### src/rtl/lab_pkg.sv
// Shared constants and types for the lab encoder/decoder family.
package lab_pkg;

   localparam int N_REQ = 32;
   localparam int IDX_W = 5;

   typedef enum logic {
      IDLE = 1'b0,
      OUT  = 1'b1
   } enc_state_t;

   // Decoder view of an index, used to build the clear mask for a granted bit.
   function automatic logic [N_REQ-1:0] onehot(input logic [IDX_W-1:0] idx);
      return N_REQ'(1) << idx;
   endfunction

endpackage

### src/rtl/lab3_encoder_32x5_if.sv
// Request/grant bus between request sources, the encoder and its consumer.
interface lab3_encoder_32x5_if;
   import lab_pkg::*;

   logic [N_REQ-1:0] D;
   logic             enable;
   logic             ready;
   logic [IDX_W-1:0] A;
   logic             valid;
   logic [N_REQ-1:0] pending;
   logic             overrun;

   // master is the encoder that issues codes; slave is the source/consumer side.
   modport master (
      input  D, enable, ready,
      output A, valid, pending, overrun
   );

   modport slave (
      output D, enable, ready,
      input  A, valid, pending, overrun
   );

endinterface

### src/rtl/lab3_prio_enc_32.sv
// Combinational 32-to-5 priority encoder: highest set bit wins.
module lab3_prio_enc_32
   import lab_pkg::*;
(
   input  logic [N_REQ-1:0] pend,
   output logic [IDX_W-1:0] idx,
   output logic             any
);

   // Ascending scan so the last hit, the highest bit number, is kept.
   always_comb begin
      idx = '0;
      for (int i = 0; i < N_REQ; i++) begin
         if (pend[i]) begin
            idx = IDX_W'(i);
         end
      end
   end

   assign any = |pend;

endmodule

### src/rtl/lab3_encoder_32x5.sv
// Registered priority encoder: sticky pending requests drained one index per handshake.
module lab3_encoder_32x5
   import lab_pkg::*;
(
   input  logic                clk,
   input  logic                rst_n,
   lab3_encoder_32x5_if.master bus
);

   enc_state_t       state;
   logic [N_REQ-1:0] pend;
   logic [IDX_W-1:0] code;
   logic             overrun_flag;

   logic [IDX_W-1:0] top_idx;
   logic             any;
   logic             grant;
   logic [N_REQ-1:0] clr;
   logic [N_REQ-1:0] capt;

   lab3_prio_enc_32 prio (
      .pend (pend),
      .idx  (top_idx),
      .any  (any)
   );

   // A new index is taken whenever the output slot is empty or being accepted.
   assign grant = ((state == IDLE) || bus.ready) && any;
   assign clr   = grant ? onehot(top_idx) : '0;
   assign capt  = bus.enable ? bus.D : '0;

   always_ff @(posedge clk or negedge rst_n) begin
      if (!rst_n) begin
         state        <= IDLE;
         pend         <= '0;
         code         <= '0;
         overrun_flag <= 1'b0;
      end else begin
         pend <= (pend & ~clr) | capt;
         if (|(capt & pend & ~clr)) begin
            overrun_flag <= 1'b1;
         end
         if (state == IDLE) begin
            if (any) begin
               code  <= top_idx;
               state <= OUT;
            end
         end else if (bus.ready) begin
            if (any) begin
               code <= top_idx;
            end else begin
               state <= IDLE;
            end
         end
      end
   end

   assign bus.A       = code;
   assign bus.valid   = (state == OUT);
   assign bus.pending = pend;
   assign bus.overrun = overrun_flag;

endmodule

### src/flat_wrapper.sv
// flat-port wrapper written by rule: the top's interface ports become plain ports
module lab3_encoder_32x5_flat import lab_pkg::*;
  (clk, rst_n, bus_D, bus_enable, bus_ready, bus_A, bus_valid, bus_pending, bus_overrun);
  lab3_encoder_32x5_if bus_i ();
  input  logic clk;
  input  logic rst_n;
  input wire logic [$bits(bus_i.D)-1:0] bus_D;
  input wire logic [$bits(bus_i.enable)-1:0] bus_enable;
  input wire logic [$bits(bus_i.ready)-1:0] bus_ready;
  output wire logic [$bits(bus_i.A)-1:0] bus_A;
  output wire logic [$bits(bus_i.valid)-1:0] bus_valid;
  output wire logic [$bits(bus_i.pending)-1:0] bus_pending;
  output wire logic [$bits(bus_i.overrun)-1:0] bus_overrun;
  assign bus_i.D = bus_D;
  assign bus_i.enable = bus_enable;
  assign bus_i.ready = bus_ready;
  assign bus_A = bus_i.A;
  assign bus_valid = bus_i.valid;
  assign bus_pending = bus_i.pending;
  assign bus_overrun = bus_i.overrun;
  lab3_encoder_32x5 u_core (.clk(clk), .rst_n(rst_n), .bus(bus_i));
endmodule
### config.mk
export PLATFORM = sky130hd
export DESIGN_NAME = lab3_encoder_32x5_flat
export DESIGN_NICKNAME = d
export VERILOG_FILES = /design/src/rtl/lab_pkg.sv /design/src/rtl/lab3_encoder_32x5_if.sv /design/src/rtl/lab3_prio_enc_32.sv /design/src/rtl/lab3_encoder_32x5.sv /design/src/flat_wrapper.sv
export SDC_FILE = /design/constraint.sdc
export NUM_CORES = 1
export LEC_CHECK = 0
export ABC_AREA = 1
export ABC_CLOCK_PERIOD_IN_PS = 2800
export BUFFER_PORTS_ARGS = -buffer_cell sky130_fd_sc_hd__buf_2
export CORE_MARGIN = 2
export CORE_UTILIZATION = 48
export CTS_BUF_LIST = sky130_fd_sc_hd__clkbuf_16
export CTS_CLUSTER_DIAMETER = 100
export DETAILED_ROUTE_END_ITERATION = 16
export PLACE_DENSITY_LB_ADDON = 0.2
export SKIP_LAST_GASP = 1
export SYNTH_ARGS = -nofsm -noshare
export SYNTH_HDL_FRONTEND = slang
export SYNTH_HIERARCHICAL = 1
export SYNTH_SLANG_ARGS = --single-unit
### constraint.sdc
create_clock -name clk -period 2.8 [get_ports clk]
set_input_delay 0.14 -clock clk [delete_from_list [all_inputs] [get_ports clk]]
set_output_delay 0.14 -clock clk [all_outputs]
set_load 0.03 [all_outputs]
Word level (Yosys, flattened, before mapping):

Index checks and enable logic that the tools add are counted.

* equal/unequal tests: 1
* shift-type cells: 1
* mux-type cells: 39
* bitwise logic cells: 6
* reductions and logical operators: 4

Operator list (number)
* 5-bit 2-to-1 mux: 33
* 32-bit bitwise AND: 3
* 32-bit 2-to-1 mux: 2
* 32-bit OR reduction: 2
* 32-bit inverter: 1
* 32-bit OR: 1
* 1-bit by 5-bit << shifter with 32-bit output (first input constant): 1
* 1-bit 2-to-1 mux: 4
* 2-bit inequality test (second input constant): 1
* 1-bit logical AND: 1
* 1-bit logical OR: 1
* 1-bit inverter: 1

* flip-flop bits (word level): 39
* output and inout bits: 39
* logic and storage cells: 55

Longest topological paths before layout:

* word-level depth: 36
* depth in mapped cells: 42

Modules after synthesis:

Netlist, hierarchy kept.

Modules (own cells, without submodules)
* lab3_encoder_32x5: times used 1, cells each 324, area an instance 2278.4 um^2
* lab3_prio_enc_32: times used 1, cells each 106, area an instance 429.2 um^2

Least setup slack after synthesis:

Ideal clock, no wire load.

* path type: register to register
* from: reg u_core.pend[2], in the netlist u_core/bus.pending[2]
* to: reg u_core.overrun_flag, in the netlist u_core/bus.overrun
* arrival: 2.776 ns
* required time: 2.675 ns
* setup slack: -0.102 ns
* stages on the path, launching flop included: 43
* path buffers: 1
* cells stage by stage: dfrtp_1 -> inv_1 -> nand2_1 -> nand2_1 -> nand2_1 -> nand2_1 -> nand2_1 -> nand2_1 -> nand2_1 -> nand2_1 -> nand2_1 -> nand2_1 -> nand2_1 -> nand2_1 -> nand2_1 -> nand2_1 -> nand2_1 -> nand2_1 -> [7 not listed] -> nand2_1 -> nand2_1 -> nand2_1 -> nand2_1 -> nand2_1 -> nand2_1 -> nand2_1 -> buf_6 -> clkinv_2 -> nand3_2 -> nor2_2 -> nand2_1 -> nand2_1 -> nand2_1 -> nor2_1 -> nand2_1 -> nor2_1 -> nand3_1

* word-level cells in the longest chain between the ends: 35

RTL lines
* start, declared: RTL line lab3_encoder_32x5.sv:11 `logic [N_REQ-1:0] pend;`
* start signal, assigned: RTL line lab3_encoder_32x5.sv:39 `pend <= (pend & ~clr) | capt;`
* 5-bit 2-to-1 mux (30 in a row): RTL line lab3_prio_enc_32.sv:14 `if (pend[i]) begin`
* named net u_core.top_idx[0]: RTL line lab3_encoder_32x5.sv:15 `logic [IDX_W-1:0] top_idx;`
* 1-bit by 5-bit << shifter with 32-bit output: RTL line lab_pkg.sv:14 `return N_REQ'(1) << idx;`
* 32-bit 2-to-1 mux: RTL line lab3_encoder_32x5.sv:29 `assign clr = grant ? onehot(top_idx) : '0;`
* 32-bit inverter: RTL line lab3_encoder_32x5.sv:40 `if (|(capt & pend & ~clr)) begin`
* 32-bit bitwise AND: RTL line lab3_encoder_32x5.sv:40
* 32-bit OR reduction: RTL line lab3_encoder_32x5.sv:40
* end signal, assigned: RTL line lab3_encoder_32x5.sv:37 `overrun_flag <= 1'b0;`
* end signal, assigned: RTL line lab3_encoder_32x5.sv:41 `overrun_flag <= 1'b1;`
* end, declared: RTL line lab3_encoder_32x5.sv:13 `logic overrun_flag;`

The timed path passes the listed nets, and every way through them passes these cells.
A chain may end at the register's enable or synchronous reset.

Worst setup path in the final report:

Same ends and word-level chain as after synthesis.

==> impl_metrics.tcl <==
set metrics [dict create \
    ys_seq_area_share_pct 36.0 \
    swShare_pct 33.9 \
    grt_max_degree 49 \
    internal-power_mw 1.29 \
    io_buffers 74 \
    wl_um 8680 \
    grt_antenna_before_repair 0 \
    reg2regPathDepth 40 \
    diodes 0 \
    dp_hpwl_um 6560 \
    worstReg2RegStart "u_core/bus.pending[2]" \
    via_per_inst 4.97 \
    grt_pass1_vias 2866 \
    grt_remaining_overflow 0 \
    nets 595 \
    fin_util_pct 72.6 \
    fin_crit_sh_pct 113 \
    drt_iter0_markers 241 \
    async_reset_ff_share_pct 100 \
    violations "hold timing, setup timing" \
    ys_warn_count 6 \
    grt_pass1_wl_um 14300 \
    clockRootBuffer "clkbuf_16" \
    avgSynthCellArea_um2 6.30 \
    cp_slowest_stage_delay_ps 400 \
    crit_path_start_kind "register" \
    reg2reg_slack_ps -350 \
    power_frac_comb_pct 34.8 \
    syn_inst 430 \
    ys_types 28 \
    clkTransAtPathRegs_ps 60 \
    ys.flop_type "dfrtp_1" \
    max_freq_mhz 317 \
    p_switching_uw 660 \
    holdBufCountCts 0 \
    ys_seq_elements 39 \
    clk_latency_ps 280 \
    seq_power_share_pct 32.3 \
    p_per_area_nw_per_um2 490 \
    post-synth-top-count-cell "nand2_1" \
    ys_top_cells_by_count "156 x nand2_1, 75 x nor2_1, 49 x inv_1" \
    gp_congestion 0.980 \
    p_leak_nw 2.09 \
    cp-end-kind "register" \
    synth_edf_count 0 \
    synth_area_um2 2710 \
    die_x_um 79.1 \
    status "finished with violations" \
    synth_top_area_share_pct 36.0 \
    yosysTopAreaCell "dfrtp_1" \
    p_clk_share_pct 32.9 \
    rsz0062_at_grt "yes" \
    cts_buffers 5 \
    drt_pre_antenna_iters 6 \
    worstPathArrival_ps 3320 \
    cp_data_required_time_ps 2960 \
    hold_ws_ps -6.65 \
    ys_top_cells_by_area "dfrtp_1 36%, nand2_1 22%, nor2_1 10%, inv_1 6.8%, o21ai_0 5.5%" \
    initial_core_util_pct 49.5 \
    clock_path_buffers 2 \
    crit_fanout 4 \
    drc_errors 0 \
    cp_slowest_cell "dfrtp_2" \
    area_delta_synth_final_pct 46.8 \
    vdd_drop_max_uv 479 \
    drv_cap 0 \
    skew_ps 9.95 \
    antenna_left 0 \
    hold_violations 17 \
    die_height_um 79.1 \
    coreArea_um2 5470 \
    slew_viol_final 0 \
    io_pins 75 \
    grt.total_usage_pct 29.2 \
    num_vias 3138 \
    synth_nets 466 \
    critical_path_class "register to register" \
    die_area_um2 6260 \
    path_common_cell "nand2_1" \
    htree_num_levels 2 \
    final.min_clock_period_ps 3150 \
    reg2reg_to "u_core/bus.overrun" \
    tns_ps -851 \
    wl_per_cell_um 13.7 \
    setup_ws_ps -355 \
    cts_sinks 39 \
    rows 27 \
    relSlewSlack_pct 29.5 \
    worstHoldPathType "input pin to async pin" \
    tritoncts "built" \
    layout-drive-gt1-share_pct 36.3 \
    final-setup-viol-count 9 \
    tightest_slew_ps 1050 \
    dpl_worst_slack_ps -471 \
]
cell families after synthesis:
kind of cell           synth area share (%)
DFF                                    36.0
AOI/OAI and AO/OA                      8.73
and+or+nand+nor                        43.4
buffers and inverters                  11.8
final cells by class:
class / instances / area (um2)
Timing Repair Buffer: 135 / 882
Clock inverter: 3 / 38.8
Multi-Input combinational cell: 320 / 1620
Fill cell: 475 / 1500
Inverter: 58 / 238
Sequential cell: 39 / 981
Clock buffer: 5 / 125
Tap cell: 72 / 90.1
state kept, by name, indices dropped and copies added, names as in the netlist:
name                flops
u_core/bus.overrun      1
u_core/bus.A            5
u_core/bus.valid        1
u_core/bus.pending     32
metal layers:
| layer | vias to the layer above | global-route usage [%] | share of wire, % |
|---|---|---|---|
| li1 | 1586 | - | - |
| met1 | 1412 | 40.5 | 44 |
| met2 | 132 | 48.2 | 49 |
| met3 | 8 | 4.32 | 6.2 |
| met4 | 0 | 6.90 | 0.95 |
| met5 | - | 0 | 0 |
worst max-delay path, delay by kind of cell, from the launching register on:
kind | cells | cell delay, ps
simple gates | 37 | 2330
flops | 1 | 400
buf+inv | 3 | 300
cell usage in the layout, fill, tap and decap left out, types with 3 or more instances in the layout:
master	instances
a21oi_1	4
buf_2	74
buf_4	49
buf_6	11
clkbuf_16	5
dfrtp_1	35
dfrtp_2	4
inv_1	48
inv_2	7
nand2_1	147
nand2_2	8
nand3_1	23
nand3_2	3
nand3_4	6
nor2_1	65
nor2_2	7
nor2_4	5
o21ai_0	15
o21ai_1	12
o21ai_2	6
o31ai_2	3
power by group through the flow:
stage / clock, mW / sequential [mW] / combinational [mW]
2_1_floorplan: 0 / 0.706 / 0.276
5_1_grt: 0.675 / 0.637 / 0.730
3_3_place_gp: 0 / 0.639 / 0.516
6_report: 0.641 / 0.630 / 0.677
4_1_cts: 0.648 / 0.628 / 0.579
3_5_place_dp: 0 / 0.638 / 0.524
through the flow:
stage,area (um2),power (mW),cells
2_1_floorplan,2710,0.982,430
3_3_place_gp,3500,1.15,618
3_5_place_dp,3500,1.16,618
4_1_cts,3810,1.86,628
5_1_grt,3970,2.04,632
6_report,3970,1.95,632
what timing repair did:
item | CTS | global route
setup endpoints to repair | 17 | 34
pin swaps | 21 | 29
resized for setup | 34 | 44
setup buffers | 2 | 6
worst max-delay path by stage:
stage	from	endpoint	slack, ps	cells after the start
final	u_core/bus.pending[2]	u_core/bus.overrun	-350	40
after CTS	u_core/bus.pending[1]	u_core/bus.overrun	-310	41
after global routing	u_core/bus.pending[2]	u_core/bus.overrun	-680	40
after detailed placement	u_core/bus.pending[1]	u_core/bus.overrun	-470	41
after floorplan	u_core/bus.pending[2]	u_core/bus.overrun	0.6	42
after global placement	u_core/bus.pending[1]	u_core/bus.overrun	-440	41
(Power assumes the default switching activity.)
